File: config.mk
export PLATFORM = sky130hd
export DESIGN_NAME = morse_key_timer
export DESIGN_NICKNAME = d
export VERILOG_FILES = /design/src/rtl/morse_pkg.sv /design/src/rtl/morse_debounce.sv /design/src/rtl/morse_key_timer.sv
export SDC_FILE = /design/constraint.sdc
export NUM_CORES = 1
export LEC_CHECK = 0
export CORE_UTILIZATION = 51
export DETAILED_ROUTE_END_ITERATION = 12
export GPL_ROUTABILITY_DRIVEN = 1
export PLACE_DENSITY = 0.73
export SYNTH_ARGS = -nofsm -noshare
export SYNTH_HDL_FRONTEND = slang
export SYNTH_HIERARCHICAL = 1
export SYNTH_SLANG_ARGS = --single-unit
File: constraint.sdc
create_clock -name Clock -period 5.05 [get_ports Clock]
set_input_delay 0.7575 -clock Clock [delete_from_list [all_inputs] [get_ports Clock]]
set_output_delay 0.7575 -clock Clock [all_outputs]
set_load 0.02 [all_outputs]
File: src/rtl/morse_pkg.sv
// Shared Morse definitions: key-timer FSM states and unit-counter sizing.
// Also used by the decoder for its symbol-pulse conventions.
package morse_pkg;

  typedef enum logic [1:0] {
    WAIT_UP,
    IDLE,
    PRESS,
    GAP
  } key_state_t;

  localparam int WORD_GAP_DEFAULT = 7;
  localparam int UNIT_W = $clog2(WORD_GAP_DEFAULT + 1);

  // Unit-counter width for a non-default word gap.
  function automatic int unit_width(input int word_gap);
    return $clog2(word_gap + 1);
  endfunction

endpackage

File: src/rtl/morse_debounce.sv
// Key input conditioning: 2-flop synchroniser, then an optional debouncer.
// The debouncer is built only when MORSE_DEBOUNCE_EN is defined.
module morse_debounce #(
  parameter int DEB_CYCLES = 16
) (
  input  logic Clock,
  input  logic Reset,
  input  logic key,
  output logic key_c
);

  logic [1:0] sync_reg;
  logic       key_s;

  // Reset to "pressed" so the FSM only leaves WAIT_UP after a real release.
  always_ff @(posedge Clock) begin
    if (Reset) sync_reg <= 2'b11;
    else       sync_reg <= {sync_reg[0], key};
  end

  assign key_s = sync_reg[1];

`ifdef MORSE_DEBOUNCE_EN
  localparam int DEB_W = $clog2(DEB_CYCLES + 1);

  logic [DEB_W-1:0] deb_cnt_reg;
  logic             key_c_reg;

  always_ff @(posedge Clock) begin
    if (Reset) begin
      key_c_reg   <= 1'b1;
      deb_cnt_reg <= '0;
    end else if (key_s == key_c_reg) begin
      deb_cnt_reg <= '0;
    end else if (deb_cnt_reg == DEB_W'(DEB_CYCLES - 1)) begin
      key_c_reg   <= key_s;
      deb_cnt_reg <= '0;
    end else begin
      deb_cnt_reg <= deb_cnt_reg + 1'b1;
    end
  end

  assign key_c = key_c_reg;
`else
  assign key_c = key_s;
`endif

endmodule

File: src/rtl/morse_key_timer.sv
// Morse key timer: turns a raw key level into dot/dash and letter/word gap pulses.
// Define MORSE_DEBOUNCE_EN to insert the debouncer in the key path.
module morse_key_timer
  import morse_pkg::*;
#(
  parameter int TICK_DIV   = 4,
  parameter int DASH_MIN   = 3,
  parameter int LETTER_GAP = 3,
  parameter int WORD_GAP   = 7,
  parameter int DEB_CYCLES = 16
) (
  input  logic Clock,
  input  logic Reset,
  input  logic key,
  output logic dot,
  output logic dash,
  output logic letter_done,
  output logic word_done,
  output logic keying
);

  localparam int CNT_W = unit_width(WORD_GAP);
  localparam int DIV_W = $clog2(TICK_DIV);

  logic             key_c;
  key_state_t       state_reg, state_next;
  logic [DIV_W-1:0] div_reg, div_next;
  logic [CNT_W-1:0] unit_reg, unit_next, unit_eff;
  logic             tick;
  logic             sym_pending_reg, sym_pending_next;
  logic             let_pending_reg, let_pending_next;
  logic             dot_reg, dot_next, dash_reg, dash_next;
  logic             letter_reg, letter_next, word_reg, word_next;
  logic             keying_reg, keying_next;

  morse_debounce #(.DEB_CYCLES(DEB_CYCLES)) u_debounce (
    .Clock (Clock),
    .Reset (Reset),
    .key   (key),
    .key_c (key_c)
  );

  // unit_eff includes the tick landing on this edge, so a state held N cycles
  // is judged on floor(N/TICK_DIV) units at the edge it is left.
  assign tick     = (div_reg == DIV_W'(TICK_DIV - 1));
  assign unit_eff = (tick && unit_reg != CNT_W'(WORD_GAP)) ? unit_reg + 1'b1 : unit_reg;

  always_comb begin
    state_next       = state_reg;
    div_next         = tick ? '0 : div_reg + 1'b1;
    unit_next        = unit_eff;
    sym_pending_next = sym_pending_reg;
    let_pending_next = let_pending_reg;
    dot_next         = 1'b0;
    dash_next        = 1'b0;
    letter_next      = 1'b0;
    word_next        = 1'b0;

    case (state_reg)
      WAIT_UP: if (!key_c) state_next = IDLE;
      IDLE:    if (key_c) state_next = PRESS;
      PRESS: begin
        if (!key_c) begin
          state_next = GAP;
          if (unit_eff >= CNT_W'(DASH_MIN)) dash_next = 1'b1;
          else if (unit_eff != '0)          dot_next  = 1'b1;
        end
      end
      GAP: begin
        // A new press wins over a gap boundary on the same edge.
        if (key_c) begin
          state_next = PRESS;
        end else if (tick && unit_eff == CNT_W'(LETTER_GAP)) begin
          letter_next = sym_pending_reg;
        end else if (tick && unit_eff == CNT_W'(WORD_GAP)) begin
          word_next  = let_pending_reg;
          state_next = IDLE;
        end
      end
      default: state_next = WAIT_UP;
    endcase

    if (dot_next || dash_next) sym_pending_next = 1'b1;
    if (letter_next) begin
      sym_pending_next = 1'b0;
      let_pending_next = 1'b1;
    end
    if (word_next) let_pending_next = 1'b0;

    if (state_next != state_reg) begin
      div_next  = '0;
      unit_next = '0;
    end
    keying_next = (state_next == PRESS);
  end

  always_ff @(posedge Clock) begin
    if (Reset) begin
      state_reg       <= WAIT_UP;
      div_reg         <= '0;
      unit_reg        <= '0;
      sym_pending_reg <= 1'b0;
      let_pending_reg <= 1'b0;
      dot_reg         <= 1'b0;
      dash_reg        <= 1'b0;
      letter_reg      <= 1'b0;
      word_reg        <= 1'b0;
      keying_reg      <= 1'b0;
    end else begin
      state_reg       <= state_next;
      div_reg         <= div_next;
      unit_reg        <= unit_next;
      sym_pending_reg <= sym_pending_next;
      let_pending_reg <= let_pending_next;
      dot_reg         <= dot_next;
      dash_reg        <= dash_next;
      letter_reg      <= letter_next;
      word_reg        <= word_next;
      keying_reg      <= keying_next;
    end
  end

  assign dot         = dot_reg;
  assign dash        = dash_reg;
  assign letter_done = letter_reg;
  assign word_done   = word_reg;
  assign keying      = keying_reg;

endmodule

# After elaboration in Yosys (flattened, before gate mapping)

Cells that the tools add are included.

Input bits: 3
Register bits after elaboration: 16
Word-level logic and storage cells: 55

Eq/ne operators: 9
Mux-type cells: 22
$add $sub $neg: 2
Magnitude comparators: 1
Reduce and logical (&&, ||, !) cells: 10

Operators with widths:

| operator              | number |
|---|---|
| $mux W1               | 14 |
| $mux W2               | 6 |
| $eq A2 B2 Y1 const B  | 4 |
| $pmux W2 S4           | 1 |
| $reduce_or A2 Y1      | 3 |
| $add A3 B1 Y3 const B | 1 |
| $eq A3 B2 Y1 const B  | 1 |
| $eq A3 B3 Y1 const B  | 1 |
| $ge A3 B2 Y1 const B  | 1 |
| $logic_and A1 B1 Y1   | 3 |
| $mux W3               | 1 |
| $ne A3 B3 Y1 const B  | 1 |
| $reduce_bool A3 Y1    | 1 |
| $reduce_or A3 Y1      | 1 |
| $add A2 B1 Y2 const B | 1 |
| $eq A2 B1 Y1 const B  | 1 |
| $logic_not A2 Y1      | 1 |
| $ne A2 B2 Y1          | 1 |
| $logic_or A1 B1 Y1    | 1 |

# Logic depth before layout (Yosys ltp)

Word-level depth: 11
Mapped depth: 6

# Modules after synthesis

The synthesis kept the hierarchy.

Modules (own cells, without submodules):

| module          | area an instance (µm²) | times used | cells an instance |
|---|---|---|---|
| morse_key_timer | 668.1                  | 1          | 71 |
| morse_debounce  | 52.6                   | 1          | 4 |

# Least setup slack after synthesis

Ideal clock, no wire load.

Kind: register to register
Start: reg unit_reg[1]
End: reg div_reg[1]
Path slack: 3.136 ns
Arrival: 1.841 ns
Setup time: 0.073 ns
Buffers on the path: 0
Stages on the path, launching flop included: 7
Clock period less this slack: 1.914 ns
Cell sequence: dfxtp_1 > ha_1 > ha_1 > nand2b_2 > mux2_4 > a2111o_1 > nor3b_2

Word-level cells in the longest chain between the ends: 11
Elaborated cells on any way between the ends: 14
Those cells by class: add/sub: 1; eq/ne: 4; mux: 5; reduce/logical: 4

Ends and longest elaborated chain:

| item                                                  | RTL line               | source |
|---|---|---|
| from (decl)                                           | morse_key_timer.sv:28  | `logic [CNT_W-1:0] unit_reg, unit_next, unit_eff;` |
| from (signal assigned)                                | morse_key_timer.sv:112 | `unit_reg <= unit_next;` |
| branches (longest 2 deep; another with $add A3 B1 Y3) | --                     |  |
| $mux W3 (*)                                           | morse_key_timer.sv:46  | `assign unit_eff = (tick && unit_reg != CNT_W'(WORD_GAP)) ? unit_reg + 1'b1 : unit_reg;` |
| $eq A3 B3 Y1                                          | morse_key_timer.sv:75  | `end else if (tick && unit_eff == CNT_W'(WORD_GAP)) begin` |
| $logic_and A1 B1 Y1                                   | morse_key_timer.sv:75  |  |
| $mux W2                                               | morse_key_timer.sv:75  |  |
| $mux W2 (*)                                           | morse_key_timer.sv:73  | `end else if (tick && unit_eff == CNT_W'(LETTER_GAP)) begin` |
| $mux W2 (*)                                           | morse_key_timer.sv:71  | `if (key_c) begin` |
| $pmux W2 S4 (*)                                       | morse_key_timer.sv:59  | `case (state_reg)` |
| $ne A2 B2 Y1 (*)                                      | morse_key_timer.sv:90  | `if (state_next != state_reg) begin` |
| $reduce_or A3 Y1 (no line) (*)                        | --                     |  |
| to (signal assigned)                                  | morse_key_timer.sv:111 | `div_reg <= div_next;` |
| to (decl)                                             | morse_key_timer.sv:27  | `logic [DIV_W-1:0] div_reg, div_next;` |

Every way passes the cells marked *.
A chain may end at the register's enable or synchronous reset.

# Final worst setup path

Start: reg unit_reg[0]
End: reg div_reg[1]

Same word-level chain as after synthesis.

==> impl_metrics.json <==
{
  "power.leakage_nw": 0.3317,
  "synth_ff_type": "dfxtp_1",
  "crit_path_start_kind": "register",
  "power_frac_clock_pct": 29.3,
  "hold_depth": 1,
  "cts_buffer_depth": 2,
  "yosys_warnings": 6,
  "grt_usage_pct": 19.27,
  "yosysMostFrequentCell": "dfxtp_1",
  "drv_cap": 0,
  "fin_cells": 98,
  "dpl.cell_count": 95,
  "cp.depth": 6,
  "synth_edf_count": 0,
  "grt_pass1_vias": 467,
  "synth_common_cells": "16 x dfxtp_1, 6 x a21oi_1, 6 x nand2_1, 6 x nor2_1, 5 x ha_1",
  "root_buffer": "clkbuf_4",
  "p_seq_share_pct": 61.7,
  "reg2reg_depth": 6,
  "core_um2": 1301,
  "seq_area_um2": 320.3,
  "insertion_delay_ns": 0.28,
  "die_w_um": 39.59,
  "worst-path-max-fanout": 10,
  "cpMaxStageDelayCell": "dfxtp_1",
  "hold_path_class": "register to register",
  "cts_repair_resize_count": 0,
  "clk_pin_slew_ns": 0.08,
  "cts_tree": "built",
  "cts_hold_buffers": 0,
  "status": "finished clean",
  "slew-limit-headroom_pct": 75.71,
  "grt_overflow_total": 0,
  "p_total_uw": 218.3,
  "yosysTopAreaCellShare_pct": 44.44,
  "setup_viol": 0,
  "antenna_found_initial": 0,
  "start_util_pct": 55.38,
  "std_cell_rows": 13,
  "ys_async_sr_fraction_pct": 0,
  "nFillCells": 118,
  "vias": 529,
  "pwr-share-comb_pct": 9.0,
  "max_freq_mhz": 461.4,
  "rsz0062_at_grt": "false",
  "worstPathCellList": "ha_1 > ha_1 > nand2b_2 > mux2_4 > a2111o_1 > nor3b_2",
  "area_delta_synth_final_pct": 14.24,
  "min_period_ns": 2.167,
  "multi_input_area_um2": 380.4,
  "fin_setup_tns_ns": 0,
  "post_cts_buffers": 0,
  "p_sw_share_pct": 22.67,
  "whs_ns": 0.4074,
  "fin_skew_ns": 0.002636,
  "die-area_um2": 1567,
  "netlist_instances": 75,
  "routed_wl_mm": 1.112,
  "syn_area_per_cell_um2": 9.609,
  "largest_reg_flops": 3,
  "n_antenna_cell": 0,
  "yosysTopAreaCell": "dfxtp_1",
  "p_sw_uw": 49.49,
  "cp.required_ns": 5.27,
  "crit_buf_inv": 0,
  "routed_via_density": 5.398,
  "ir_worst_vdd_v": 0.0001701,
  "pin_count": 8,
  "postLayoutCoreUtil_pct": 63.27,
  "drc": 0,
  "ys_top_cells_by_area": "dfxtp_1 44%, ha_1 8.7%, a21oi_1 4.2%, nand2_1 3.1%, nor2_1 3.1%",
  "cts.sinks": 16,
  "hold_violations": 0,
  "dr.first_iter.drc_count": 11,
  "io_buffer_count": 7,
  "path_class": "register to register",
  "critPathMostFrequentCell": "ha_1",
  "numCtsBuffers": 3,
  "wl_per_cell_um": 11.35,
  "grt_max_degree": 13,
  "slew_viol_final": 0,
  "power.internal_uw": 168.8,
  "synth_seq_cells": 16,
  "power_density_nw_per_um2": 265.2,
  "grt_pass1_wl_mm": 1.932,
  "seq_area_frac_synth_pct": 44.44,
  "critPathArrivalTime_ns": 2.39,
  "syn_area_um2": 720.7,
  "synthesis.nets": 83,
  "globalplace.congestion": 0.7606,
  "synth_cell_type_count": 31,
  "hpwl_um": 834.5,
  "layout-drive-gt1-share_pct": 9.639,
  "nets": 93,
  "crit_family": "flip-flops",
  "tightest_slew_ns": 0.3632,
  "ant_nets": 0,
  "cpPeakStageDelay_ns": 0.50,
  "period_share_pct": 42.92,
  "setup.worst_path.end_class": "register",
  "drtPass1Iterations": 4,
  "die_y_um": 39.59,
  "htreeDepth": 1
}
[per-layer routing]
| layer | wire, µm | vias up | GRT usage [%] |
|---|---|---|---|
| met5 | 0 | - | 0 |
| met4 | 9 | 0 | 9.483 |
| met3 | 48 | 3 | 10.23 |
| met2 | 494 | 8 | 26.64 |
| met1 | 559 | 235 | 23.79 |
| li1 | - | 283 | - |
[kinds of logic after synthesis]
kind of cell | after synthesis | synth area share [%]
buf+inv | 5 | 2.777
flops | 16 | 44.44
xor+xnor | 1 | 1.215
compound gates | 17 | 16.49
mux | 2 | 3.472
simple gates | 29 | 22.92
fa+ha+maj | 5 | 8.681
[cell type report]
class | count | area share, %
clock buffers | 3 | 2.736
flip-flops and latches | 16 | 38.91
repair buffers | 7 | 8.511
multi-input cells | 54 | 46.20
well taps | 15 | 2.280
inverters | 3 | 1.368
[worst paths after layout]
check,from,slack (ns),endpoint
max,unit_reg[0],2.88,div_reg[1]
max reg2reg,unit_reg[0],2.88,div_reg[1]
min reg2reg,u_debounce/sync_reg[0],0.41,u_debounce/sync_reg[1]
min,u_debounce/sync_reg[0],0.41,u_debounce/sync_reg[1]
[cells in the final DEF, fill, tap and decap left out, types with 2 or more instances in the layout]
| master | synthesis | routed |
|---|---|---|
| nand2_1 | 6 | 6 |
| nor2b_1 | 3 | 3 |
| or2_1 | 2 | 2 |
| o211ai_1 | 2 | 2 |
| dfxtp_1 | 16 | 16 |
| o21ai_0 | 2 | 2 |
| nand2b_1 | 3 | 3 |
| nor2_1 | 6 | 6 |
| ha_1 | 5 | 5 |
| inv_1 | 3 | 3 |
| a21oi_1 | 6 | 6 |
| clkdlybuf4s50_1 | 0 | 7 |
| a211oi_1 | 2 | 2 |
| clkbuf_4 | 0 | 3 |
[through the flow]
step	cell area, µm²	setup slack, ns
after floorplan	720.7	3.136
after global placement	800.8	2.945
after detailed placement	800.8	2.915
after CTS	823.3	2.892
after global routing	823.3	2.787
final	823.3	2.883
[power by group through the flow]
stage	clock network (mW)	logic, mW	registers [mW]
CTS	0.0673	0.0199	0.135
floorplan	0	0.0148	0.137
detailed placement	0	0.0198	0.138
global route	0.0715	0.0230	0.136
global placement	0	0.0193	0.138
finish	0.0640	0.0197	0.135
(Power assumes the default switching activity.)
